[src/rtl/input_arbiter.sv]
// Key-event arbiter: press pulses plus tick-based auto-repeat, merged per button
// and serialised round-robin onto one valid/ready command stream.
module input_arbiter #(
    parameter int               N_REQ        = 5,
    parameter int               ID_W         = 3,
    parameter logic [N_REQ-1:0] REPEAT_EN    = 5'b01011,
    parameter int               REPEAT_DELAY = 24,
    parameter int               REPEAT_RATE  = 6,
    parameter int               CNT_W        = 5
) (
    input  logic             clk,
    input  logic             rst,
    input  logic [N_REQ-1:0] press,
    input  logic [N_REQ-1:0] held,
    input  logic             tick,
    input  logic             cmd_ready,
    output logic             cmd_valid,
    output logic [ID_W-1:0]  cmd_id,
    output logic             cmd_repeat,
    output logic             overrun
);

    typedef enum logic {IDLE, OFFER} state_t;

    state_t           state, state_nxt;
    logic [N_REQ-1:0] pending, pending_nxt;
    logic [N_REQ-1:0] rep, rep_nxt;
    logic [N_REQ-1:0] fire, set, clr;
    logic [CNT_W-1:0] cnt     [N_REQ];
    logic [CNT_W-1:0] cnt_nxt [N_REQ];
    logic [ID_W-1:0]  last, last_nxt;
    logic [ID_W-1:0]  grant, id_nxt;
    logic             found, repeat_nxt, overrun_nxt;

    always_comb begin
        fire = '0;
        for (int i = 0; i < N_REQ; i++) begin
            cnt_nxt[i] = cnt[i];
            if (!REPEAT_EN[i] || !held[i] || press[i]) begin
                cnt_nxt[i] = '0;
            end else if (tick) begin
                if (cnt[i] == CNT_W'(REPEAT_DELAY - 1)) begin
                    fire[i]    = 1'b1;
                    cnt_nxt[i] = CNT_W'(REPEAT_DELAY - REPEAT_RATE);
                end else begin
                    cnt_nxt[i] = cnt[i] + CNT_W'(1);
                end
            end
        end
    end

    // Round-robin search starts just after the last granted button.
    always_comb begin
        found = 1'b0;
        grant = '0;
        for (int k = 1; k <= N_REQ; k++) begin
            if (!found && pending[(int'(last) + k) % N_REQ]) begin
                found = 1'b1;
                grant = ID_W'((int'(last) + k) % N_REQ);
            end
        end
    end

    always_comb begin
        state_nxt  = state;
        id_nxt     = cmd_id;
        repeat_nxt = cmd_repeat;
        last_nxt   = last;
        clr        = '0;
        unique case (state)
            IDLE: begin
                if (found) begin
                    state_nxt  = OFFER;
                    id_nxt     = grant;
                    repeat_nxt = rep[grant];
                    last_nxt   = grant;
                    for (int i = 0; i < N_REQ; i++)
                        clr[i] = (grant == ID_W'(i));
                end
            end
            OFFER: begin
                if (cmd_ready)
                    state_nxt = IDLE;
            end
            default: state_nxt = IDLE;
        endcase
        set         = press | fire;
        pending_nxt = set | (pending & ~clr);
        rep_nxt     = (rep & ~press) | fire;
        overrun_nxt = |(set & pending & ~clr);
    end

    always_ff @(posedge clk) begin
        if (rst) begin
            state      <= IDLE;
            pending    <= '0;
            rep        <= '0;
            last       <= ID_W'(N_REQ - 1);
            cmd_id     <= '0;
            cmd_repeat <= 1'b0;
            overrun    <= 1'b0;
            for (int i = 0; i < N_REQ; i++)
                cnt[i] <= '0;
        end else begin
            state      <= state_nxt;
            pending    <= pending_nxt;
            rep        <= rep_nxt;
            last       <= last_nxt;
            cmd_id     <= id_nxt;
            cmd_repeat <= repeat_nxt;
            overrun    <= overrun_nxt;
            for (int i = 0; i < N_REQ; i++)
                cnt[i] <= cnt_nxt[i];
        end
    end

    assign cmd_valid = (state == OFFER);

endmodule

[config.mk]
export PLATFORM = sky130hd
export DESIGN_NAME = input_arbiter
export DESIGN_NICKNAME = d
export VERILOG_FILES = /design/src/rtl/input_arbiter.sv
export SDC_FILE = /design/constraint.sdc
export NUM_CORES = 1
export LEC_CHECK = 0
export ABC_AREA = 1
export ABC_CLOCK_PERIOD_IN_PS = 4100
export BUFFER_PORTS_ARGS = -buffer_cell sky130_fd_sc_hd__buf_2
export CELL_PAD_IN_SITES_DETAIL_PLACEMENT = 1
export CELL_PAD_IN_SITES_GLOBAL_PLACEMENT = 2
export CORE_ASPECT_RATIO = 0.9
export CORE_MARGIN = 8
export CORE_UTILIZATION = 34
export CTS_CLUSTER_DIAMETER = 200
export DETAILED_ROUTE_END_ITERATION = 8
export PLACE_DENSITY_LB_ADDON = 0.08
export SYNTH_ARGS = -nofsm -noshare
export SYNTH_HDL_FRONTEND = slang
export SYNTH_SLANG_ARGS = --single-unit
[constraint.sdc]
create_clock -name clk -period 4.1 [get_ports clk]
set_input_delay 0.205 -clock clk [delete_from_list [all_inputs] [get_ports clk]]
set_output_delay 0.205 -clock clk [all_outputs]
set_load 0.03 [all_outputs]
==> load_flow_metrics.sql, run 1 <==
INSERT INTO impl_metrics (metric_group, metric, value, unit) VALUES
('clock_tree', 'ctsHtreeMaxLevel', '2', ''),
('yosys', 'yosysWarnings', '0', ''),
('critical_path', 'cp_data_arrival_time', '3.92', 'ns'),
('sta', 'setup-tns-final', '0', 'ns'),
('yosys', 'post_synth_num_cell_types', '43', ''),
('sta', 'timing.max_slew.rel_slack', '57.5', '%'),
('critical_path', 'crit_path_max_fanout', '6', ''),
('global_route', 'first_pass_grt_wire_length', '15400', 'um'),
('route', 'drtIter0Drc', '109', ''),
('layout', 'syn2layout_area_growth', '12.3', '%'),
('clock_tree', 'cts.hold.buffers_added', '0', ''),
('layout', 'nets', '551', ''),
('yosys', 'syn_area_per_cell', '6.51', 'um^2'),
('clock_tree', 'clkLatencyLatePin', '0.28', 'ns'),
('yosys', 'post_synth_inst_count', '490', ''),
('die', 'floorplan.die_area', '12700', 'um^2'),
('clock_tree', 'cts-root-buf', 'sky130_fd_sc_hd__clkbuf_8', ''),
('yosys', 'synth_ff_type', 'sky130_fd_sc_hd__dfxtp_1', ''),
('sta', 'slew_viol_final', '0', ''),
('critical_path', 'cp.required', '4.27', 'ns'),
('placed_design', 'cell_area_reported_after_detailed_placement', '3400', 'um^2'),
('yosys', 'synth.ff_latch_count', '32', ''),
('die', 'i_o_pin_total', '20', ''),
('die', 'die_height', '108', 'um'),
('die', 'core-area', '9130', 'um^2'),
('placed_design', 'hpwlAfterDp', '7220', 'um'),
('die', 'starting_utilization_of_the_core_area', '34.9', '%'),
('route', 'remaining_drc_errors', '0', ''),
('layout', 'final_area', '3580', 'um^2'),
('die', 'die-width', '118', 'um'),
('min_path', 'worst_hold_path_type', 'in2reg', ''),
('critical_path', 'endpoint_kind', 'register', ''),
('global_route', 'global_route.overflow_total', '0', ''),
('sta', 'final.period_utilization', '91.3', '%'),
('global_route', 'grtUsageTotal', '14.4', '%'),
('clock_tree', 'clock_path_buffers', '2', ''),
('route', 'drt_pre_antenna_iters', '4', ''),
('route', 'detailroute.via_count', '3103', ''),
('yosys', 'mappedNetlistArea', '3190', 'um^2'),
('layout', 'final_layout_size_suffix_gt1_share', '20.7', '%'),
('clock_tree', 'cts_inserted_buffers', '5', ''),
('layout', 'post-route-util', '39.2', '%'),
('clock_tree', 'worst_setup_hold_path_clk_slew', '0.07', 'ns'),
('route', 'drt.antenna.violating_nets', '0', ''),
('placed_design', 'finalWeightedCongestion', '0.769', ''),
('run', 'drv_cap', '0', ''),
('route', 'routedWlPerCell', '13.9', 'um'),
('clock_tree', 'clock_net_sink_count', '32', ''),
('sta', 'worst-slew-pin-transition', '0.632', 'ns'),
('critical_path', 'critPathSlowestCell', 'sky130_fd_sc_hd__dfxtp_2', ''),
('yosys', 'synth_async_sr_flop_share', '0', '%'),
('critical_path', 'timing.critical_path.slowest_cell_delay', '0.38', 'ns'),
('global_route', 'grt_antenna_before_repair', '0', ''),
('critical_path', 'path_class', 'reg2reg', ''),
('placed_design', 'io_buffer_count', '17', ''),
('route', 'totalWireLength', '8770', 'um'),
('global_route', 'first_global_vias', '3237', ''),
('critical_path', 'worst_setup_start_kind', 'register', ''),
('die', 'core.rowCount', '33', ''),
('sta', 'max_freq', '267', 'MHz'),
('route', 'vias_per_cell', '4.90', ''),
('sta', 'final_critical_path_time_including_i_o_delays_and_setup', '3.74', 'ns'),
('global_route', 'grt_start_max_net_pins', '20', ''),
('layout', 'num_antenna_cells', '0', ''),
('sta', 'finClkSkew', '0.0101', 'ns'),
('critical_path', 'cp.buffers_inverters', '5', ''),
('yosys', 'synth-seq-area-share', '20.1', '%'),
('critical_path', 'critical-path-top-delay-family', 'simple AND/OR/NAND/NOR gates', ''),
('sta', 'hold_viol', '0', ''),
('yosys', 'mappedNetlistNets', '531', ''),
('clock_tree', 'tritoncts', 'built', ''),
('sta', 'finalSetupViolations', '0', ''),
('yosys', 'synth_edf_count', '0', ''),
('outcome', 'run_status', 'completed', '');
[timing repair]
item                       in CTS  in global routing
gates resized for setup         0                 18
setup endpoints to repair       0                  9
setup buffers                   0                  2
[cell families after synthesis]
group           count (synthesis)  synth area share, %
buf+inv                        81                 10.2
flops                          32                 20.1
xor+xnor                        8                 2.20
compound gates                 55                 10.4
fa+ha+maj                      27                 10.6
simple gates                  287                 46.5
[registers in the layout, indices dropped and copies added, names as in the netlist]
register    cells
cnt            15
pending         5
rep             5
cmd_id          3
cmd_repeat      1
cmd_valid       1
last            1
overrun         1
[metrics by stage]
step | instances | setup WS, ns | hold WS, ns
floorplan | 490 | 0.424 | 0.274
global placement | 623 | 0.176 | 0.395
detailed placement | 623 | 0.0961 | 0.401
CTS | 631 | 0.0920 | 0.102
global route | 633 | -0.00837 | 0.112
finish | 633 | 0.356 | 0.110
[cell usage after synthesis (3+ instances only)]
cell type	number	area, um^2
sky130_fd_sc_hd__o21ai_0	12	60.1
sky130_fd_sc_hd__nand4_1	15	93.8
sky130_fd_sc_hd__inv_1	58	218
sky130_fd_sc_hd__nor3_1	12	60.1
sky130_fd_sc_hd__dfxtp_1	32	641
sky130_fd_sc_hd__xor2_1	6	52.6
sky130_fd_sc_hd__a21oi_1	20	100
sky130_fd_sc_hd__clkbuf_1	6	22.5
sky130_fd_sc_hd__a21o_1	3	22.5
sky130_fd_sc_hd__nand3_2	6	60.1
sky130_fd_sc_hd__ha_1	27	338
sky130_fd_sc_hd__o21ai_2	3	26.3
sky130_fd_sc_hd__nor2_2	4	25.0
sky130_fd_sc_hd__nand3_4	4	70.1
sky130_fd_sc_hd__nand3_1	57	285
sky130_fd_sc_hd__nor2_1	31	116
sky130_fd_sc_hd__nand2_2	20	125
sky130_fd_sc_hd__inv_2	10	37.5
sky130_fd_sc_hd__o211ai_1	3	22.5
sky130_fd_sc_hd__nor4_1	3	18.8
sky130_fd_sc_hd__o21ai_1	5	25.0
sky130_fd_sc_hd__nand2_4	8	90.1
sky130_fd_sc_hd__nand2_1	119	447
[placed cells by master (no fill, tap or decap), drive strengths merged, types with 3 or more instances in the layout]
master	instances
a21oi	21
buf	24
ha	27
dfxtp	32
nand3	67
nand4	17
inv	69
xor2	6
nand2	147
nor2	37
nor3	12
clkbuf	8
o211ai	3
o21ai	20
nor4	3
a21o	3
[worst register-to-register path, delay by kind of cell (launching register included)]
family	cells	cell delay, ns
adders and majority gates	3	0.71
xor gates and xnor gates	1	0.17
AOI/OAI and AO/OA	1	0.11
DFF	1	0.38
buffers and inverters	5	0.43
and+or+nand+nor	18	1.85
[final timing paths]
| path | start | slack [ns] | to | cells past startpoint |
|---|---|---|---|---|
| worst min register to register | rep[2]$_SDFF_PP0_ | 0.45 | rep[2]$_SDFF_PP0_ | 2 |
| worst max-delay path | cmd_id[1]$_SDFFE_PP0P_ | 0.36 | overrun$_SDFF_PP0_ | 28 |
| worst max register to register | cmd_id[1]$_SDFFE_PP0P_ | 0.36 | overrun$_SDFF_PP0_ | 28 |
| worst min-delay path | press[2] | 0.11 | rep[2]$_SDFF_PP0_ | 2 |
[per-layer routing]
metal,GRT usage (%),vias to the layer above,wire (um)
met3,2.41,4,261
met2,24.4,27,4010
met1,19.0,1438,4460
met5,0,-,0
met4,2.37,0,38
li1,-,1634,-
[cell type report]
type / instances / area, um^2
tap: 122 / 153
inverter: 70 / 265
multi-input combinational: 377 / 2290
timing repair buffer: 24 / 138
clock buffer: 8 / 90.1
fill: 1197 / 5540
sequential: 32 / 647
Power of run 1 is left out: the tool's default activity adds up to more than one toggle a clock period on the data nets, which glitch-free logic cannot reach.
==> inputs of run 2 (changes only) <==
- PLACE_DENSITY: unset -> 0.89
- PLACE_DENSITY_LB_ADDON: 0.08 -> unset
==> run 2 against run 1 <==
Wire length shrank 2.7%. Utilization grew 0.53 points. Maximum frequency shrank 2.9%. Non-clock buffer count grew 5. Cell count grew 0.79%. Register-to-register slack lost 0.11 ns. Final area grew 1.4%. Worst hold slack gained 0.010 ns. Count of clock-buffer cells in the layout is the same. Flip-flop and latch count is the same. Sequential share of layout area shrank 0.28 points. Via count grew 3.3%. Highest routed layer unchanged.
==> load_flow_metrics.sql, run 2 (synthesis results as in run 1) <==
INSERT INTO impl_metrics (metric_group, metric, value, unit) VALUES
('sta', 'final_critical_path_time_including_i_o_delays_and_setup', '3.86', 'ns'),
('global_route', 'first_pass_grt_wire_length', '14400', 'um'),
('clock_tree', 'clkLatencyLatePin', '0.28', 'ns'),
('sta', 'setup-tns-final', '0', 'ns'),
('layout', 'layout.cells.most_common', 'sky130_fd_sc_hd__nand2_1', ''),
('critical_path', 'worst_setup_start_kind', 'register', ''),
('route', 'detailroute.via_count', '3204', ''),
('placed_design', 'hpwlAfterDp', '6990', 'um'),
('layout', 'largest_register_ffs', '15', ''),
('route', 'drt_pre_antenna_iters', '4', ''),
('sta', 'slew_viol_final', '0', ''),
('critical_path', 'cp.required', '4.27', 'ns'),
('sta', 'max_freq', '259', 'MHz'),
('critical_path', 'cp_data_arrival_time', '4.02', 'ns'),
('clock_tree', 'tritoncts', 'built', ''),
('layout', 'mostFrequentLayoutCells', 'sky130_fd_sc_hd__nand2_1 (117), sky130_fd_sc_hd__inv_1 (57), sky130_fd_sc_hd__nand3_1 (55)', ''),
('route', 'detailed_route_wirelength_on_metal3', '127', 'um'),
('critical_path', 'rrSetupSlack', '0.24', 'ns'),
('critical_path', 'cp.buffers_inverters', '4', ''),
('layout', 'final_cells', '638', ''),
('min_path', 'worst_hold_path_type', 'in2reg', ''),
('clock_tree', 'clock_path_buffers', '2', ''),
('global_route', 'grtUsageTotal', '13.3', '%'),
('layout', 'multi_input_area', '2290', 'um^2'),
('layout', 'area.sequential', '646', 'um^2'),
('layout', 'final_layout_size_suffix_gt1_share', '21.7', '%'),
('route', 'drt-met1-wl', '4030', 'um'),
('layout', 'largest_registers', 'cnt (15), pending (5), rep (5)', ''),
('critical_path', 'endpoint_kind', 'register', ''),
('sta', 'hold_viol', '0', ''),
('die', 'core.rowCount', '33', ''),
('die', 'starting_utilization_of_the_core_area', '34.9', '%'),
('layout', 'syn2layout_area_growth', '13.9', '%'),
('sta', 'finClkSkew', '0.00203', 'ns'),
('layout', 'num_antenna_cells', '0', ''),
('critical_path', 'path_class', 'reg2reg', ''),
('route', 'remaining_drc_errors', '0', ''),
('clock_tree', 'worst_setup_hold_path_clk_slew', '0.06', 'ns'),
('layout', 'post-route-util', '39.8', '%'),
('sta', 'finalSetupViolations', '0', ''),
('route', 'totalWireLength', '8530', 'um'),
('route', 'drt.antenna.violating_nets', '0', ''),
('critical_path', 'critPathSlowestCell', 'sky130_fd_sc_hd__dfxtp_4', ''),
('sta', 'worst-slew-pin-transition', '0.505', 'ns'),
('placed_design', 'io_buffer_count', '17', ''),
('global_route', 'grt_start_max_net_pins', '20', ''),
('clock_tree', 'cts.hold.buffers_added', '0', ''),
('layout', 'final.fill_count', '1197', ''),
('sta', 'timing.max_slew.rel_slack', '66.0', '%'),
('route', 'drtIter0Drc', '105', ''),
('clock_tree', 'cts-root-buf', 'sky130_fd_sc_hd__clkbuf_8', ''),
('critical_path', 'critical-path-top-delay-family', 'simple AND/OR/NAND/NOR gates', ''),
('global_route', 'grt_antenna_before_repair', '0', ''),
('route', 'dr.max_layer_used', 'met4', ''),
('run', 'drv_cap', '0', ''),
('clock_tree', 'cts_inserted_buffers', '5', ''),
('global_route', 'first_global_vias', '3205', ''),
('placed_design', 'finalWeightedCongestion', '0.786', ''),
('outcome', 'run_status', 'completed', ''),
('route', 'vias_per_cell', '5.02', ''),
('placed_design', 'placedCellCount', '626', ''),
('layout', 'nets', '556', ''),
('route', 'route.met2.wl', '4240', 'um'),
('clock_tree', 'clock_net_sink_count', '32', ''),
('die', 'die_height', '108', 'um'),
('die', 'core-area', '9130', 'um^2'),
('die', 'i_o_pin_total', '20', ''),
('sta', 'final.period_utilization', '94.0', '%'),
('die', 'die-width', '118', 'um'),
('layout', 'top_register', 'cnt', ''),
('critical_path', 'crit_path_max_fanout', '9', ''),
('die', 'floorplan.die_area', '12700', 'um^2'),
('clock_tree', 'ctsHtreeMaxLevel', '2', ''),
('critical_path', 'timing.critical_path.slowest_cell_delay', '0.38', 'ns'),
('route', 'routedWlPerCell', '13.4', 'um'),
('global_route', 'global_route.overflow_total', '0', '');
## run 2: cell types whose count changed in the layout (fill, tap and decap cells not counted), sizes merged
cell	previous run	this run
buf	24	29
## run 2: final cells by class
class                   instances  share of cell area (%)
repair buffers                 29                    4.93
inverters                      70                    7.38
well taps                     122                    4.21
flip-flops and latches         32                    17.8
multi-input cells             377                    63.2
clock buffers                   8                    2.48
## run 2: per-stage QoR
| step | area [um^2] | hold slack [ns] | setup slack (ns) |
|---|---|---|---|
| CTS | 3520 | 0.109 | 0.0228 |
| finish | 3630 | 0.120 | 0.244 |
| global route | 3630 | 0.119 | -0.0447 |
| global placement | 3430 | 0.410 | 0.140 |
| detailed placement | 3430 | 0.415 | 0.0540 |
| floorplan | 3190 | 0.274 | 0.424 |
## run 2: layer usage
metal	track usage, %	vias to the layer above
met5	0	-
met4	3.84	0
met3	1.57	11
met2	24.3	23
met1	16.1	1519
li1	-	1651
## run 2: timing repair
| item | 4_1_cts | 5_1_grt |
|---|---|---|
| endpoints found under the setup margin | 0 | 10 |
| gates resized for setup | 0 | 19 |
| buffers inserted | 0 | 4 |
## run 2: worst paths after layout
kind | start | to | cells after the start
worst max-delay path | cmd_id[1]$_SDFFE_PP0P_ | overrun$_SDFF_PP0_ | 27
worst max register to register | cmd_id[1]$_SDFFE_PP0P_ | overrun$_SDFF_PP0_ | 27
worst min register to register | rep[4]$_SDFF_PP0_ | rep[4]$_SDFF_PP0_ | 2
worst min-delay path | press[4] | rep[4]$_SDFF_PP0_ | 2
Power of run 2 is left out for the same reason.
